## config.mk

```make
export PLATFORM = sky130hd
export DESIGN_NAME = msg_scroller
export DESIGN_NICKNAME = d
export VERILOG_FILES = /design/src/rtl/msg_pkg.sv /design/src/rtl/scroll_tick_gen.sv /design/src/rtl/msg_scroller.sv
export SDC_FILE = /design/constraint.sdc
export NUM_CORES = 1
export LEC_CHECK = 0
export CAP_MARGIN = 20
export CORE_MARGIN = 1
export CORE_UTILIZATION = 57
export CTS_BUF_LIST = sky130_fd_sc_hd__clkbuf_8
export DETAILED_ROUTE_END_ITERATION = 6
export GPL_TIMING_DRIVEN = 0
export PLACE_DENSITY = 0.92
export SLEW_MARGIN = 20
export SYNTH_ARGS = -nofsm -noshare
export SYNTH_HDL_FRONTEND = slang
export SYNTH_SLANG_ARGS = --single-unit
```

## constraint.sdc

```tcl
create_clock -name clk -period 2.6 [get_ports clk]
set_clock_uncertainty 0.15 [all_clocks]
set_input_delay 0.26 -clock clk [delete_from_list [all_inputs] [get_ports clk]]
set_output_delay 0.26 -clock clk [all_outputs]
set_load 0.1 [all_outputs]
```

## src/rtl/msg_pkg.sv

```systemverilog
// Character codes, message ROM and shared types for the seven-segment message scroller.
package msg_pkg;

    localparam logic [7:0] CH_A     = 8'h0A;
    localparam logic [7:0] CH_C     = 8'h0C;
    localparam logic [7:0] CH_D     = 8'h0D;
    localparam logic [7:0] CH_E     = 8'h1E;
    localparam logic [7:0] CH_I     = 8'hA0;
    localparam logic [7:0] CH_DASH  = 8'hA1;
    localparam logic [7:0] CH_P     = 8'hA2;
    localparam logic [7:0] CH_R     = 8'hA3;
    localparam logic [7:0] CH_U     = 8'hA4;
    localparam logic [7:0] CH_N     = 8'hA5;
    localparam logic [7:0] CH_T     = 8'hA6;
    localparam logic [7:0] CH_X     = 8'hA7;
    localparam logic [7:0] CH_O     = 8'hA8;
    localparam logic [7:0] CH_BLANK = 8'hA9;

    localparam logic [31:0] BLANK4 = {4{CH_BLANK}};

    localparam int unsigned IDX_W = 4;

    // Message lengths packed 4 bits per entry, message 0 in the low nibble.
    localparam logic [15:0] MSG_LEN_TBL = {4'd10, 4'd4, 4'd4, 4'd5};

    typedef enum logic {
        StIdle,
        StScroll
    } scroll_state_e;

    function automatic logic [IDX_W-1:0] msg_len(input logic [1:0] msg);
        return MSG_LEN_TBL[{msg, 2'b00} +: 4];
    endfunction

    function automatic logic [7:0] rom_char(input logic [1:0] msg, input logic [IDX_W-1:0] idx);
        logic [7:0] c;
        c = CH_BLANK;
        case (msg)
            2'd0: begin
                case (idx)
                    4'd0:    c = CH_P;
                    4'd1:    c = CH_R;
                    4'd2:    c = CH_I;
                    4'd3:    c = CH_N;
                    4'd4:    c = CH_T;
                    default: c = CH_BLANK;
                endcase
            end
            2'd1: begin
                case (idx)
                    4'd0:    c = CH_T;
                    4'd1:    c = CH_U;
                    4'd2:    c = CH_R;
                    4'd3:    c = CH_N;
                    default: c = CH_BLANK;
                endcase
            end
            2'd2: begin
                case (idx)
                    4'd0:    c = CH_D;
                    4'd1:    c = CH_A;
                    4'd2:    c = CH_T;
                    4'd3:    c = CH_O;
                    default: c = CH_BLANK;
                endcase
            end
            default: begin
                if (idx <= 4'd9) begin
                    c = {4'h0, idx};
                end
            end
        endcase
        return c;
    endfunction

endpackage

```

## src/rtl/scroll_tick_gen.sv

```systemverilog
// Scroll-step prescaler: one tick every TICK_DIV enabled cycles, synchronous clear.
module scroll_tick_gen #(
    parameter int unsigned TICK_DIV = 25000000,
    parameter int unsigned CNT_W    = 25
) (
    input  logic clk,
    input  logic reset,
    input  logic i_clear,
    input  logic i_enable,
    output logic o_tick
);

    localparam logic [CNT_W-1:0] CNT_MAX = CNT_W'(TICK_DIV - 1);

    logic [CNT_W-1:0] r_cnt;
    logic             w_wrap;
    logic             w_run;

    assign w_wrap = (r_cnt == CNT_MAX);
    // Clear takes priority so a stop in the tick cycle never produces a step.
    assign w_run  = i_enable && !i_clear;
    assign o_tick = w_run && w_wrap;

    always_ff @(posedge clk or posedge reset) begin
        if (reset) begin
            r_cnt <= '0;
        end else if (i_clear) begin
            r_cnt <= '0;
        end else if (i_enable) begin
            r_cnt <= w_wrap ? '0 : r_cnt + 1'b1;
        end
    end

endmodule

```

## src/rtl/msg_scroller.sv

```systemverilog
// Scrolls one of four ROM messages right-to-left across a 4-digit display word.
module msg_scroller
    import msg_pkg::*;
#(
    parameter int unsigned TICK_DIV = 25000000,
    parameter int unsigned CNT_W    = 25
) (
    input  logic        clk,
    input  logic        reset,
    input  logic        i_start,
    input  logic [1:0]  i_msg_sel,
    input  logic        i_stop,
    input  logic        i_pause,
    input  logic        i_loop,
    output logic [31:0] o_x,
    output logic        o_busy,
    output logic        o_done
);

    scroll_state_e    r_state, w_state_nxt;
    logic [1:0]       r_msg, w_msg_nxt;
    logic [IDX_W-1:0] r_idx, w_idx_nxt;
    logic [31:0]      r_x, w_x_nxt;
    logic             r_done, w_done_nxt;

    logic             w_tick;
    logic             w_clear;
    logic             w_enable;
    logic [IDX_W-1:0] w_len;
    logic             w_last_step;
    logic [7:0]       w_char;

    assign w_clear  = (r_state != StScroll) || i_stop;
    assign w_enable = (r_state == StScroll) && !i_pause;

    scroll_tick_gen #(
        .TICK_DIV (TICK_DIV),
        .CNT_W    (CNT_W)
    ) u_tick_gen (
        .clk      (clk),
        .reset    (reset),
        .i_clear  (w_clear),
        .i_enable (w_enable),
        .o_tick   (w_tick)
    );

    // Each pass shifts in L characters then four blanks to clear the display.
    assign w_len       = msg_len(r_msg);
    assign w_last_step = (r_idx == w_len + 4'd3);
    assign w_char      = (r_idx < w_len) ? rom_char(r_msg, r_idx) : CH_BLANK;

    always_comb begin
        w_state_nxt = r_state;
        w_msg_nxt   = r_msg;
        w_idx_nxt   = r_idx;
        w_x_nxt     = r_x;
        w_done_nxt  = 1'b0;

        unique case (r_state)
            StIdle: begin
                if (i_start && !i_stop) begin
                    w_msg_nxt   = i_msg_sel;
                    w_idx_nxt   = '0;
                    w_x_nxt     = BLANK4;
                    w_state_nxt = StScroll;
                end
            end
            StScroll: begin
                if (i_stop) begin
                    w_x_nxt     = BLANK4;
                    w_state_nxt = StIdle;
                end else if (r_done) begin
                    // Stay busy through the done cycle, then release.
                    w_state_nxt = StIdle;
                end else if (w_tick) begin
                    w_x_nxt = {r_x[23:0], w_char};
                    if (w_last_step) begin
                        w_idx_nxt  = '0;
                        w_done_nxt = !i_loop;
                    end else begin
                        w_idx_nxt = r_idx + 1'b1;
                    end
                end
            end
            default: begin
                w_state_nxt = StIdle;
            end
        endcase
    end

    always_ff @(posedge clk or posedge reset) begin
        if (reset) begin
            r_state <= StIdle;
            r_msg   <= '0;
            r_idx   <= '0;
            r_x     <= BLANK4;
            r_done  <= 1'b0;
        end else begin
            r_state <= w_state_nxt;
            r_msg   <= w_msg_nxt;
            r_idx   <= w_idx_nxt;
            r_x     <= w_x_nxt;
            r_done  <= w_done_nxt;
        end
    end

    assign o_x    = r_x;
    assign o_busy = (r_state == StScroll);
    assign o_done = r_done;

endmodule

```

=== Word-level counts from Yosys, hierarchy flattened ===
Cells that the tools add are included.
Widths: inputs -> output; s select.

* Logic and storage cells: 71
* Output and inout bits: 34
* Register bits after elaboration: 65

* Add/subtract/negate cells: 3
* Multiplexer cells: 29
* Shift operators: 1
* Reductions and logical operators: 15
* Bitwise logic cells: 1
* Eq/ne operators: 14
* $lt $le $gt $ge: 2

{| class="wikitable"
|+ Operators with widths
! kind !! count
|-
| $mux 32 || 4
|-
| $mux 25 || 3
|-
| $pmux 32 s2 || 1
|-
| $pmux 8 s4 || 1
|-
| $add 25x1->25 const B || 1
|-
| $eq 25x25->1 const B || 1
|-
| $pmux 8 s3 || 1
|-
| $mux 4 || 5
|-
| $pmux 4 s5 || 1
|-
| $mux 8 || 2
|-
| $pmux 4 s4 || 1
|-
| $shiftx 16x5->4 const A || 1
|-
| $eq 4x2->1 const B || 2
|-
| $mux 1 || 8
|-
| $pmux 4 s2 || 1
|-
| $add 4x1->4 const B || 1
|-
| $add 4x2->4 const B || 1
|-
| $eq 4x1->1 const B || 1
|-
| $eq 4x3->1 const B || 1
|-
| $eq 4x4->1 || 1
|-
| $le 4x4->1 const B || 1
|-
| $logic_and 1x1->1 || 4
|-
| $logic_not 1->1 || 4
|-
| $logic_not 4->1 || 1
|-
| 15 further kinds || 17
|}

=== Depth between registers and ports, before layout ===
* Depth in word-level cells: 9
* Mapped depth: 9
* Mapped depth without buffers: 8

=== By module ===
From an unflattened synthesis, not the netlist that was laid out.

* Cell total of the unflattened synthesis: 373
* Area total of the unflattened synthesis: 3226.8 µm²

{| class="wikitable"
|+ Modules (own cells, without submodules)
! module !! sequential area each (µm²) !! times used !! cells each !! area each (µm²)
|-
| msg_scroller || 715.7 || 1 || 201 || 1709.1
|-
| scroll_tick_gen || 625.6 || 1 || 172 || 1517.7
|}

=== Worst setup path after synthesis ===
No wires, ideal clock.

* Path kind: flip-flop to flip-flop
* From: register r_state, in the netlist o_busy
* To: register r_x[0], in the netlist o_x[0]
* Arrival time: 2.392 ns
* Cell stages (with the launch flop): 7
* Clock period less this slack: 2.621 ns
* Path buffers: 2
* Slack: -0.021 ns
* Path through: dfrtp_1 -> nand2b_1 -> clkbuf_1 -> or4_1 -> buf_2 -> a311o_1 -> o22a_1

* Longest elaborated chain between the ends: 7
* Elaborated cells on any way between the ends: 11

{| class="wikitable"
|+ Ends and longest elaborated chain
! what !! RTL line !! source
|-
| start: declaration || msg_scroller.sv:20 || <nowiki>scroll_state_e r_state, w_state_nxt;</nowiki>
|-
| start signal: assignment || msg_scroller.sv:93 || <nowiki>r_state <= StIdle;</nowiki>
|-
| start signal: assignment || msg_scroller.sv:99 || <nowiki>r_state <= w_state_nxt;</nowiki>
|-
| $not 1->1 (no source line) || - ||
|-
| $logic_or 1x1->1 || msg_scroller.sv:33 || <nowiki>assign w_clear = (r_state != StScroll) || i_stop;</nowiki>
|-
| $logic_not 1->1 || scroll_tick_gen.sv:21 || <nowiki>assign w_run = i_enable && !i_clear;</nowiki>
|-
| $logic_and 1x1->1 || scroll_tick_gen.sv:21 ||
|-
| $logic_and 1x1->1 || scroll_tick_gen.sv:22 || <nowiki>assign o_tick = w_run && w_wrap;</nowiki>
|-
| $ne 3x2->1 (no source line) || - ||
|-
| $reduce_and 3->1 (no source line) || - ||
|-
| end signal: assignment || msg_scroller.sv:102 || <nowiki>r_x <= w_x_nxt;</nowiki>
|-
| end: declaration || msg_scroller.sv:23 || <nowiki>logic [31:0] r_x, w_x_nxt;</nowiki>
|}

Parallel ways exist; a longest one is shown, timed or not.
A chain may end at the register's enable or synchronous reset.

=== Worst setup path in the final report ===
* From: register u_tick_gen.r_cnt[1]
* To: register r_x[0], in the netlist o_x[0]

* Longest elaborated chain between the ends: 4

{| class="wikitable"
|+ Ends and longest elaborated chain
! what !! RTL line !! source
|-
| start: declaration || scroll_tick_gen.sv:15 || <nowiki>logic [CNT_W-1:0] r_cnt;</nowiki>
|-
| start signal: assignment || scroll_tick_gen.sv:30 || <nowiki>r_cnt <= w_wrap ? '0 : r_cnt + 1'b1;</nowiki>
|-
| $eq 25x25->1 || scroll_tick_gen.sv:19 || <nowiki>assign w_wrap = (r_cnt == CNT_MAX);</nowiki>
|-
| $logic_and 1x1->1 || scroll_tick_gen.sv:22 ||
|-
| $ne 3x2->1 (no source line) || - ||
|-
| $reduce_and 3->1 (no source line) || - ||
|}

Every way passes these cells.

==> out/qor.yml <==
clock_tree:
  postCtsHoldBufs: 0
  cts_tree: "built"
  clock_latency_ps: 310
  cts_buffers: 5
  clockBufferDepth: 2
  htreeDepth: 2
  cts.sinks: 53
  path_clk_slew_ps: 100
  root_buffer: "clkbuf_8"
detailed_routing:
  vias_per_cell: 6.25
  ant_nets: 0
  routedWlPerCell_um: 16.1
  drt_pass1_iterations: 5
  drc_errors: 0
  drtIter0Drc: 224
  vias: 2913
  wl_um: 7500
placement:
  place_congestion: 0.917
  hpwl_um: 5240
  port_buffers: 33
final_layout:
  utilization_pct: 72.4
  layout.nets: 417
  drive_gt1_share_pct: 15.9
  area_delta_synth_final_pct: 20.0
  diodes: 0
worst_setup_path:
  cp.required_ps: 2690
  max_stage_delay_ps: 500
  startpoint: "u_tick_gen.r_cnt[1]"
  timing.rr.start: "u_tick_gen.r_cnt[1]"
  cpMaxStageDelayCell: "or4_4"
  worstSetupPathType: "reg2reg"
  path_max_fanout: 9
  cp_top_family: "simple AND/OR/NAND/NOR gates"
  crit_top_cell: "or4_4"
  arrival_ps: 2630
  cp.buffers_inverters: 1
  worstPathCellList: "ha_4, nand3_4, or4_4, or4_4, buf_6, a311o_1, o22a_1"
  cp-start-kind: "flip-flop"
  cp-end-kind: "flip-flop"
grt:
  grt.met3_usage_pct: 4.43
  track_usage_pct: 26.4
  grt_max_degree: 32
  grt-busiest-layer: "met2"
  antenna_found_initial: 0
  grtUsageMet1_pct: 36.2
  use_met2_pct: 42.2
  grt_pass1_wl_um: 12500
  grt-ovfl-total: 0
  grt_pass1_vias: 2686
logic_synthesis:
  synth_compound_area_share_pct: 20.7
  synth_xor_area_share_pct: 1.12
  synth_edf_count: 0
  netlist_instances: 344
  ys_ff_latch: 53
  netlist_area_sq_um: 3140
  ys_seq_area_share_pct: 42.7
  muxShareOfSynthArea_pct: 2.03
  synthTopCellsByArea: "dfrtp_1 (33%), dfstp_2 (10%), ha_1 (5.6%), nand2_1 (4.3%), o21ai_0 (3.8%)"
  synth_area_per_cell_sq_um: 9.12
  yosys_most_used_dff: "dfrtp_1"
  synth_fa_ha_area_share_pct: 5.58
  asyncSetResetFlopFracSynth_pct: 100
  yosysUniqueCellTypes: 57
  yosys.area_share.simple_pct: 20.6
  synth_top_cell_by_area: "dfrtp_1"
  synth_top_family_by_area: "compound AO/OA/AOI/OAI gates"
  ys_warn_count: 0
  synth.top_cell.area_share_pct: 32.7
timing:
  setup_tns_ps: 0
  post-route-period-util_pct: 97.5
  hold_viol: 0
  whs_ps: 152
  tightest_slew_ps: 982
  fmax_mhz: 395
  fin_crit_ps: 2530
  slew_viol_final: 0
  slew_headroom_pct: 34.3
  setup_viol: 0
power:
  p_per_area_nw_per_um2: 447
  peakVddDrop_mv: 0.244
  p_leak_nw: 1.50
floorplanning:
  die_y_um: 76.2
  dieArea_sq_um: 5810
  ios: 42
  start_util_pct: 60.3
  std_cell_rows: 26
  core_area_sq_um: 5200
  die-width_um: 76.2
flow_run:
  drv_cap: 0
outcome:
  status: "finished clean"
worst_hold_path:
  hold_class: "in2async"
-- worst register-to-register path, delay by kind of cell (launching register included) --
| family | cells | cell delay (ps) |
|---|---|---|
| and+or+nand+nor | 3 | 1020 |
| AOI/OAI and AO/OA | 2 | 550 |
| DFF | 1 | 420 |
| adders and majority gates | 1 | 170 |
| buffers and inverters | 1 | 160 |
-- cell families (layout without fill, tap and decap cells) --
logic type | after synthesis | after routing
simple gates | 122 | 122
compound gates | 97 | 97
flops | 53 | 53
buf+inv | 47 | 92
fa+ha+maj | 14 | 14
mux | 6 | 6
xor+xnor | 4 | 4
other cells | 1 | 8
-- layout make-up --
type                    instances  area (sq um)
multi-input cells             251          1640
repair buffers                 38           380
clock inverters                 3          16.3
clock buffers                   5          68.8
well taps                      70          87.6
plain buffers                  25           154
inverters                      21          78.8
fillers                       390          1440
flip-flops and latches         53          1350
-- worst paths after layout --
path	cells past startpoint	slack, ps	endpoint
max	7	70	o_x[0]
min	2	150	u_tick_gen.r_cnt[17]
max reg2reg	7	70	o_x[0]
min reg2reg	1	340	o_busy
max in group asynchronous	3	1550	o_x[29]
min in group clk	2	320	o_done
-- flip-flops by register name (all words and copies together), names as in the netlist --
name	flops
o_x	20
o_busy	1
r_idx	4
o_done	1
r_msg	2
u_tick_gen.r_cnt	25
-- cells in the mapped netlist, drive strengths merged, types with 4 or more instances --
master   n
dfrtp   41
nand2   36
o21ai   25
inv     21
a21oi   18
nor2    18
buf     17
ha      14
nand3   14
dfstp   12
o22a    12
nand4   10
clkbuf   9
a31oi    8
and2     5
nor4     5
or3      5
o211ai   4
o31a     4
or4      4
-- metal layers --
metal  part of all wire [%]  routed length (um)
met1                     43                3240
met2                     48                3620
met3                    6.6                 494
met4                    1.9                 144
met5                      0                   0
-- layout by cell type (no fill, tap or decap), types with 4 or more instances in the layout --
cell / instances
dfrtp_1: 38
clkbuf_1: 5
o22a_1: 12
buf_4: 16
dfstp_2: 12
nand2_1: 36
conb_1: 8
or3_1: 5
a31oi_1: 8
nor2_1: 18
o31a_1: 4
clkbuf_8: 5
clkdlybuf4s50_1: 33
ha_1: 13
nand4_1: 10
nand3_1: 13
and2_1: 5
a21oi_1: 18
inv_1: 21
nor4_1: 4
o211ai_1: 4
o21ai_0: 24
-- what timing repair did --
action,in CTS,in global routing
setup endpoints to repair,15,34
gates cloned,0,0
pin swaps,0,4
buffers inserted,1,3
resized for setup,3,13
-- power breakdown --
group / internal, mW / switching, mW / total (mW) / leakage (nW)
logic: 0.130 / 0.239 / 0.368 / 0.763
clock network: 0.188 / 0.271 / 0.459 / 0.0502
registers: 0.839 / 0.0186 / 0.858 / 0.687
total: 1.16 / 0.528 / 1.68 / 1.50
-- through the flow --
| stage | power (mW) | cell area [sq um] | cells | worst slack, ps |
|---|---|---|---|---|
| detailed placement | 1.23 | 3600 | 455 | -197 |
| global route | 1.76 | 3770 | 466 | -20.2 |
| global placement | 1.21 | 3580 | 454 | -173 |
| finish | 1.68 | 3770 | 466 | 65.4 |
| floorplan | 1.15 | 3170 | 351 | 187 |
| CTS | 1.68 | 3700 | 464 | 14.2 |
Note: power is estimated with default switching activity, not from simulation.
